--- config.mk ---
export PLATFORM = sky130hd
export DESIGN_NAME = ifetch_unit
export DESIGN_NICKNAME = d
export VERILOG_FILES = /design/src/rtl/ifetch_unit.sv
export SDC_FILE = /design/constraint.sdc
export NUM_CORES = 1
export LEC_CHECK = 0
export CELL_PAD_IN_SITES_DETAIL_PLACEMENT = 1
export CELL_PAD_IN_SITES_GLOBAL_PLACEMENT = 2
export CORE_MARGIN = 5
export CORE_UTILIZATION = 37
export DETAILED_ROUTE_END_ITERATION = 8
export PLACE_DENSITY = 0.85
export SLEW_MARGIN = 20
export SYNTH_ARGS = -nofsm -noshare
export SYNTH_HDL_FRONTEND = slang
export SYNTH_SLANG_ARGS = --single-unit
--- constraint.sdc ---
create_clock -name clk -period 18.52 [get_ports clk]
set_clock_uncertainty 0.05 [all_clocks]
set_input_delay 2.778 -clock clk [delete_from_list [all_inputs] [get_ports clk]]
set_output_delay 2.778 -clock clk [all_outputs]
set_load 0.01 [all_outputs]
--- src/rtl/ifetch_unit.sv ---
// ifetch_unit: LEGv8 instruction fetch stage.
// Holds the fetch PC, runs one outstanding request at a time to instruction
// memory (req/ack), and buffers returned words in a 2-entry queue that is
// presented to decode with valid/ready. A taken branch redirects the PC,
// empties the queue and discards the response of any in-flight request.
//
// Ports:
//   clk, reset         - single clock, synchronous active-high reset
//   imem_req/addr      - request and word address toward instruction memory
//   imem_ack/rdata     - one-cycle ack pulse with the returned word
//   branch_taken/target- redirect from execute (target bits [1:0] ignored)
//   instr_valid/ready  - queue head handshake toward decode
//   instr_out/pc       - head instruction word and its PC
module ifetch_unit #(
    parameter logic [63:0] RESET_PC = 64'h0,
    parameter int          QDEPTH   = 2
) (
    input  logic        clk,
    input  logic        reset,
    output logic        imem_req,
    output logic [63:0] imem_addr,
    input  logic        imem_ack,
    input  logic [31:0] imem_rdata,
    input  logic        branch_taken,
    input  logic [63:0] branch_target,
    output logic        instr_valid,
    input  logic        instr_ready,
    output logic [31:0] instr_out,
    output logic [63:0] instr_pc
);
    typedef enum logic [1:0] {S_IDLE, S_REQ, S_DISCARD} state_t;

    localparam logic [1:0] FULL = 2'(QDEPTH);

    state_t      r_state;
    logic [63:0] r_fetch_pc;
    logic [63:0] r_stale_addr;   // address of the request orphaned by a redirect
    logic [31:0] r_q_instr [2];
    logic [63:0] r_q_pc    [2];
    logic        r_wptr;
    logic        r_rptr;
    logic [1:0]  r_count;

    logic        w_push;
    logic        w_pop;
    logic [1:0]  w_next_count;
    logic [63:0] w_target;
    logic        w_unused_tgt_lsbs;

    assign w_target          = {branch_target[63:2], 2'b00};
    assign w_unused_tgt_lsbs = ^branch_target[1:0];

    assign w_push       = imem_ack && (r_state == S_REQ) && !branch_taken;
    assign w_pop        = instr_valid && instr_ready && !branch_taken;
    assign w_next_count = r_count + {1'b0, w_push} - {1'b0, w_pop};

    // While a stale request is still live, its address must stay on the bus
    // even though fetch_pc already points at the branch target.
    assign imem_req    = (r_state != S_IDLE);
    assign imem_addr   = (r_state == S_DISCARD) ? r_stale_addr : r_fetch_pc;
    assign instr_valid = (r_count != 2'd0);
    assign instr_out   = r_q_instr[r_rptr];
    assign instr_pc    = r_q_pc[r_rptr];

    always_ff @(posedge clk) begin
        if (reset) begin
            r_state      <= S_IDLE;
            r_fetch_pc   <= RESET_PC;
            r_stale_addr <= RESET_PC;
            r_count      <= 2'd0;
            r_wptr       <= 1'b0;
            r_rptr       <= 1'b0;
        end else if (branch_taken) begin
            r_count    <= 2'd0;
            r_wptr     <= 1'b0;
            r_rptr     <= 1'b0;
            r_fetch_pc <= w_target;
            case (r_state)
                S_IDLE: r_state <= S_REQ;
                S_REQ: begin
                    // Acked now: the word is dropped and the target is
                    // requested next. Not acked: wait out the stale response.
                    if (imem_ack) begin
                        r_state <= S_REQ;
                    end else begin
                        r_state      <= S_DISCARD;
                        r_stale_addr <= r_fetch_pc;
                    end
                end
                S_DISCARD: r_state <= imem_ack ? S_REQ : S_DISCARD;
                default:   r_state <= S_IDLE;
            endcase
        end else begin
            if (w_push) begin
                r_q_instr[r_wptr] <= imem_rdata;
                r_q_pc[r_wptr]    <= r_fetch_pc;
                r_wptr            <= ~r_wptr;
                r_fetch_pc        <= r_fetch_pc + 64'd4;
            end
            if (w_pop) begin
                r_rptr <= ~r_rptr;
            end
            r_count <= w_next_count;
            case (r_state)
                S_IDLE: if (r_count < FULL) r_state <= S_REQ;
                // Only stop issuing when the word just taken fills the queue.
                S_REQ: if (imem_ack && (w_next_count >= FULL)) r_state <= S_IDLE;
                S_DISCARD: if (imem_ack) r_state <= S_REQ;
                default: r_state <= S_IDLE;
            endcase
        end
    end

    // A single outstanding request against a 2-entry queue can never overflow.
    a_no_overflow: assert property (@(posedge clk) disable iff (reset)
        !(w_push && (r_count == FULL)));

endmodule
==> key figures <==
Outcome
  – Status: completed

Clock network
  – Clk slew on worst S/H paths: 0.06 ns
  – CTS Sinks: 319
  – Post-CTS Setup Bufs: 0
  – CTS Buffer Depth: 3
  – Root Driver: clkbuf_16
  – Htree depth: 2
  – Hold-fix buffers, CTS: 0
  – CTS tree: done
  – CTS resizes: 0
  – Total CTS buffers: 37
  – Clk Latency, worst-skew pair: 0.53 ns

Global route
  – Pin count of the biggest net entering global routing: 88
  – Met1 Use GR: 0.259
  – Met2 GRT Util: 0.337
  – Vias in the first global route: 10,713
  – GRT overflow: 0
  – GRT Total Usage: 0.196
  – First-pass GRT wire length: 63,900 µm
  – Grt met3 use: 0.0369
  – Antenna violations before repair: 1
  – Busiest grt layer: met2

Setup path
  – Worst EP required: 18.62 ns
  – Worst EP arrival: 5.95 ns
  – Crit path max-delay family: buffers and inverters
  – Crit Path Class: in -> reg
  – Crit-path slowest cell: clkdlybuf4s50_1
  – Cell Chain, Critical Path: clkdlybuf4s50_1 -> and2_1 -> nand2_1 -> nor2_4 -> buf_4 -> buf_4
  – Worst path bufs/invs: 3
  – Critical Path End Type: flop
  – Critical Path Source Type: input port
  – Most used cell, CP: buf_4
  – Crit Path Max Fanout: 46
  – Largest stage delay, worst path: 0.66 ns

Cells and area
  – Commonest non-fill, non-tap cells in the layout: clkdlybuf4s50_1 (254), edfxtp_1 (188), nand2_1 (172)
  – Share of layout cells above drive strength 1: 0.166
  – Finished Core Util: 0.490
  – Fin nets: 1,517
  – Most common cell after layout, fill and taps aside: clkdlybuf4s50_1
  – Fin area: 0.0180 mm²
  – P&R area growth vs syn: 30.3%

Pwr
  – Part of the power in the clock network: 0.443
  – Combinational power share: 0.081
  – Worst IR drop on VDD: 0.0469 mV
  – PwrDens: 92.9 mW/mm²
  – Sw frac: 0.231
  – Sequential power share: 0.475
  – NetSw: 0.386 mW
  – Pleak: 5.97 nW
  – Int Power: 1.29 mW

Timing
  – Worst rel slew slack: 0.251
  – Setup_tns: 0 ns
  – Period utilisation layout: 0.316
  – Top achievable clock speed: 171 MHz
  – RSZ-0062 raised after global routing: no
  – Final setup vio count: 0
  – Final Max Tran Viols: 0
  – Fin. Hold Viols: 0
  – Final WS setup: 12.66 ns
  – Final min period: 5.86 ns
  – Pin slew with the least headroom to its limit: 1.12 ns

Drt
  – Overall routed net length: 42,100 µm
  – Drt via density: 5.36
  – Residual DRC: 0
  – Total number of vias: 10,214
  – Initial drt markers: 455
  – DRT antenna net count: 0
  – 1st-pass router iterations: 5
  – Drt wl/cell: 22.1 µm

Synthesis
  – Avg Inst Size Synth: 11.7 µm²
  – EDFF count, synth: 188
  – Post-synthesis sequential area ratio: 0.599
  – YS warnings: 0
  – Gate Count Post-Synth: 1,183
  – Yosys reg bits: 319
  – Post-synth top flop: edfxtp_1
  – Asr flop ratio synth: 0
  – Cell Area, Synth: 0.0138 mm²
  – Number of library cell types mapped by synthesis: 56

Placed design
  – Post-Place Cell Area: 0.0168 mm²
  – Setup WS pre-CTS: 12.02 ns
  – # port buffers: 256
  – DP HPWL: 27,800 µm
  – Routability cong.: 0.767

Die
  – Cell row count: 70
  – Ports: 263
  – Core footprint: 0.0367 mm²
  – Die X: 203 µm
  – Die area: 0.0413 mm²
  – Initial core utilization: 0.376
  – Die Ht: 203 µm

Worst hold path
  – HP Class: reg -> reg

Run
  – Max-Cap Viols: 0
==> synth_stat cells (7+ instances only) <==
master / number / area share
a211oi_1: 31 / 0.017
a21oi_1: 78 / 0.028
a311oi_1: 13 / 0.0082
and2_1: 7 / 0.0032
and3_1: 16 / 0.0072
and4_1: 11 / 0.0070
buf_1: 15 / 0.0041
clkbuf_1: 59 / 0.016
dfxtp_1: 131 / 0.19
edfxtp_1: 188 / 0.41
ha_1: 7 / 0.0063
inv_1: 19 / 0.0052
mux2_2: 152 / 0.12
nand2_1: 172 / 0.047
nand3_1: 21 / 0.0076
nand4_1: 31 / 0.014
nor2_1: 71 / 0.019
nor3_1: 14 / 0.0051
o21ai_0: 13 / 0.0047
o31ai_1: 9 / 0.0049
or3_1: 10 / 0.0045
or4_1: 8 / 0.0043
xnor2_1: 19 / 0.012
xor2_1: 15 / 0.0095
==> stage by stage <==
stage	power (mW)	hold slack (ns)	std cells
after global placement	0.942	0.389	1838
after CTS	1.69	0.406	1905
after floorplan	0.866	0.370	1186
after detailed placement	0.947	0.396	1838
after global routing	1.73	0.421	1906
final	1.67	0.405	1907
==> tightest hold or removal path, cell delays in order, from the launching register on <==
cell and delay [ns]:
dfxtp_1 0.31, nand2_1 0.05, a21oi_1 0.05
==> kinds of logic (layout without fill, tap and decap cells) <==
logic type / Yosys count / in the layout / share of synthesized area
and+or+nand+nor: 390 / 390 / 0.136
DFF: 319 / 319 / 0.599
AOI/OAI and AO/OA: 169 / 169 / 0.0784
muxes: 156 / 156 / 0.127
buffers and inverters: 106 / 357 / 0.0306
xor gates and xnor gates: 35 / 35 / 0.0232
adders and majority gates: 7 / 7 / 0.00634
other: 1 / 6 / 0.000272
==> area by class of cell <==
class                      count  area, µm²
tap                          468        586
timing repair buffer         270       2660
fill                        3858      18700
multi-input combinational    761       5160
clock inverter                25        259
inverter                      20       75.1
antenna                        2       5.00
clock buffer                  42        965
sequential                   319       8270
==> path summary, 6_finish.rpt <==
check | start | to | slack [ns] | depth (start not counted)
setup / recovery | imem_ack | r_q_instr[0][21] | 12.66 | 6
setup reg to reg | r_state[1] | r_q_instr[0][21] | 14.80 | 7
hold / removal | r_stale_addr[61] | r_stale_addr[61] | 0.41 | 2
hold reg to reg | r_stale_addr[61] | r_stale_addr[61] | 0.41 | 2
==> sequential cells by signal, summed over array words and instances (netlist names), named ones only <==
| name | flops |
|---|---|
| r_fetch_pc | 62 |
| r_rptr | 1 |
| r_count | 2 |
| r_stale_addr | 62 |
| r_q_instr | 64 |
| r_q_pc | 124 |
| r_wptr | 1 |
| r_state | 2 |
==> metal layers <==
metal / wire length [µm] / up-vias / share of wire
met5: 0 / - / 0
met4: 658 / 0 / 0.016
met3: 2090 / 51 / 0.050
met2: 20600 / 248 / 0.49
met1: 18800 / 5117 / 0.45
li1: - / 4798 / -
==> power groups by stage <==
stage               sequential [mW]  combinational [mW]  clock, mW
global placement              0.808               0.134          0
finish                        0.795               0.136      0.741
floorplan                     0.799              0.0676          0
CTS                           0.794               0.138      0.758
global route                  0.797               0.147      0.786
detailed placement            0.809               0.138          0
Note: power is estimated with default switching activity, not from simulation.
==> patch, RTL diff (same settings) <==
Encoding of `state_t`: now one-hot (3 bits for 3 states).
--- a/src/rtl/ifetch_unit.sv
+++ b/src/rtl/ifetch_unit.sv
@@ -29,5 +29,5 @@
     output logic [63:0] instr_pc
 );
-    typedef enum logic [1:0] {S_IDLE, S_REQ, S_DISCARD} state_t;
+    typedef enum logic [2:0] {S_IDLE = 3'b001, S_REQ = 3'b010, S_DISCARD = 3'b100} state_t;
 
     localparam logic [1:0] FULL = 2'(QDEPTH);
Check against the original RTL: same outputs for any inputs over 4 cycles, from zero or initial values and one cycle with reset high; so few cycles prove little.
==> patch against the unedited design <==
Final cell count increased by 2.5%. Fmax increased by 0.59%. Die area increased by 1.6%. Global-route usage decreased by 0.36 points. Total power decreased by 4.7%. Worst setup slack improved by 0.034 ns. Sequential cell count increased by 1. Critical endpoint is now instr_pc[24]. Critical path type is now register to output pin. Wire length decreased by 1.7%. Final area increased by 0.64%. Synthesized area increased by 1.6%. Highest routed layer is now met5.
==> patch: results <==
{
  "status": "complete, no violations",
  "first_global_vias": 11004,
  "reg.largest.list": "r_q_pc (124), r_q_instr (64)",
  "grtUsageTotal_pct": 19.25,
  "cts_repair_resize_count": 0,
  "place.detailed.hpwl_mm": 27.40,
  "synthAdderAreaFrac_pct": 0.2674,
  "clk_pin_slew_ns": 0.06,
  "diodes": 0,
  "grt_max_degree": 85,
  "routed_via_density": 5.235,
  "insertion_delay_ns": 0.52,
  "synth-xor-area-share_pct": 2.059,
  "arrival_ns": 3.00,
  "ctsRootBufferMaster": "clkbuf_16",
  "fill_cells": 3929,
  "wire_per_inst_um": 21.20,
  "worstPathMaxFanout": 53,
  "syn_inst": 1195,
  "dpl_cell_area_mm2": 0.01697,
  "synth_area_leaders": "edfxtp_1 40%, dfxtp_1 19%, mux2_2 12%",
  "synth.distinct_cells": 63,
  "synthMuxAreaShare_pct": 12.83,
  "numCtsBuffers": 36,
  "synth-seq-area-share_pct": 59.05,
  "drive_gt1_share_pct": 17.26,
  "antenna_found_initial": 4,
  "ys_warn_count": 0,
  "async_reset_ff_share_pct": 0,
  "cts_buffer_depth": 3,
  "synth_edf_count": 188,
  "worst_pin_slew_ns": 1.009,
  "cts_setup_buffers": 0,
  "leakage_uw": 0.006009,
  "drt_first_pass_iters": 4,
  "place_worst_setup_slack_ns": 12.53,
  "synth_common_cells": "188 x edfxtp_1, 184 x nand2_1, 151 x mux2_2",
  "portBuffers": 256,
  "ir_drop_mv": 0.04961,
  "cts_max_level": 2,
  "synth-compound-area-share_pct": 7.586,
  "finalNonFillerCells": 1954,
  "place_congestion": 0.7458,
  "grt_pass1_wl_mm": 63.52,
  "first_iter_violations": 400,
  "dp.cells": 1888,
  "fin_nets": 1519,
  "hold_class": "register to register"
}
==> patch: cell count changes after synthesis, sizes merged, moves of 5 or more <==
cell	before	now
a2111oi	3	12
a21oi	78	70
a311oi	13	6
and2	7	13
and4	11	17
buf	25	30
mux2i	4	10
nand2	172	185
nor2	71	49
nor3	15	21
nor4	6	20
o211ai	5	14
o31ai	9	0
==> patch: cell type report <==
class | instances | share of cell area [%]
tap | 511 | 3.532
sequential | 320 | 45.81
timing repair buffer | 269 | 14.65
clock buffer | 48 | 5.509
clock inverter | 18 | 0.7258
inverter | 17 | 0.3525
multi-input combinational | 771 | 29.42
==> patch: layer usage <==
| layer | routed length, µm | track usage [%] |
|---|---|---|
| met1 | 18280 | 24.53 |
| met2 | 20160 | 33.59 |
| met3 | 2285 | 4.306 |
| met4 | 658 | 4.307 |
| met5 | 51 | 0 |
==> patch: power breakdown <==
part           internal [µW]  total, µW  switching (µW)  leakage [µW]
registers                768        795            27.0       0.00279
clock network            395        681             286      0.000555
logic                   63.6        118            54.2       0.00266
total                   1230       1590             367       0.00601
==> patch: cells by family after synthesis <==
| group | Yosys count |
|---|---|
| AO/OA/AOI/OAI | 161 |
| XOR/XNOR | 33 |
| adder cells (fa/ha/maj) | 3 |
| buffers and inverters | 107 |
| flip-flops | 320 |
| multiplexers | 161 |
| other | 1 |
| AND/OR/NAND/NOR | 409 |
==> patch: path summary, 6_finish.rpt <==
kind	startpoint	endpoint	slack, ns	cells after the start
worst min register to register	r_stale_addr[13]	r_stale_addr[13]	0.40	2
worst max-delay path	register	instr_pc[24]	12.70	3
worst min-delay path	r_stale_addr[13]	r_stale_addr[13]	0.40	2
worst max register to register	r_state[1]	r_q_pc[1][13]	15.41	3
==> patch: stage by stage <==
| step | utilization, % | hold slack (ns) |
|---|---|---|
| 2_1_floorplan | - | 0.3702 |
| 3_3_place_gp | 45.17 | 0.3885 |
| 3_5_place_dp | 45.17 | 0.3958 |
| 4_1_cts | 48.17 | 0.4047 |
| 5_1_grt | 48.17 | 0.4234 |
| 6_report | 48.17 | 0.4020 |
==> patch: worst max-delay path, cell delays in order, from the launching register on <==
cell and delay (ns):
dfxtp_4 0.81, buf_4 0.70, mux2_2 0.41, clkdlybuf4s50_1 0.54
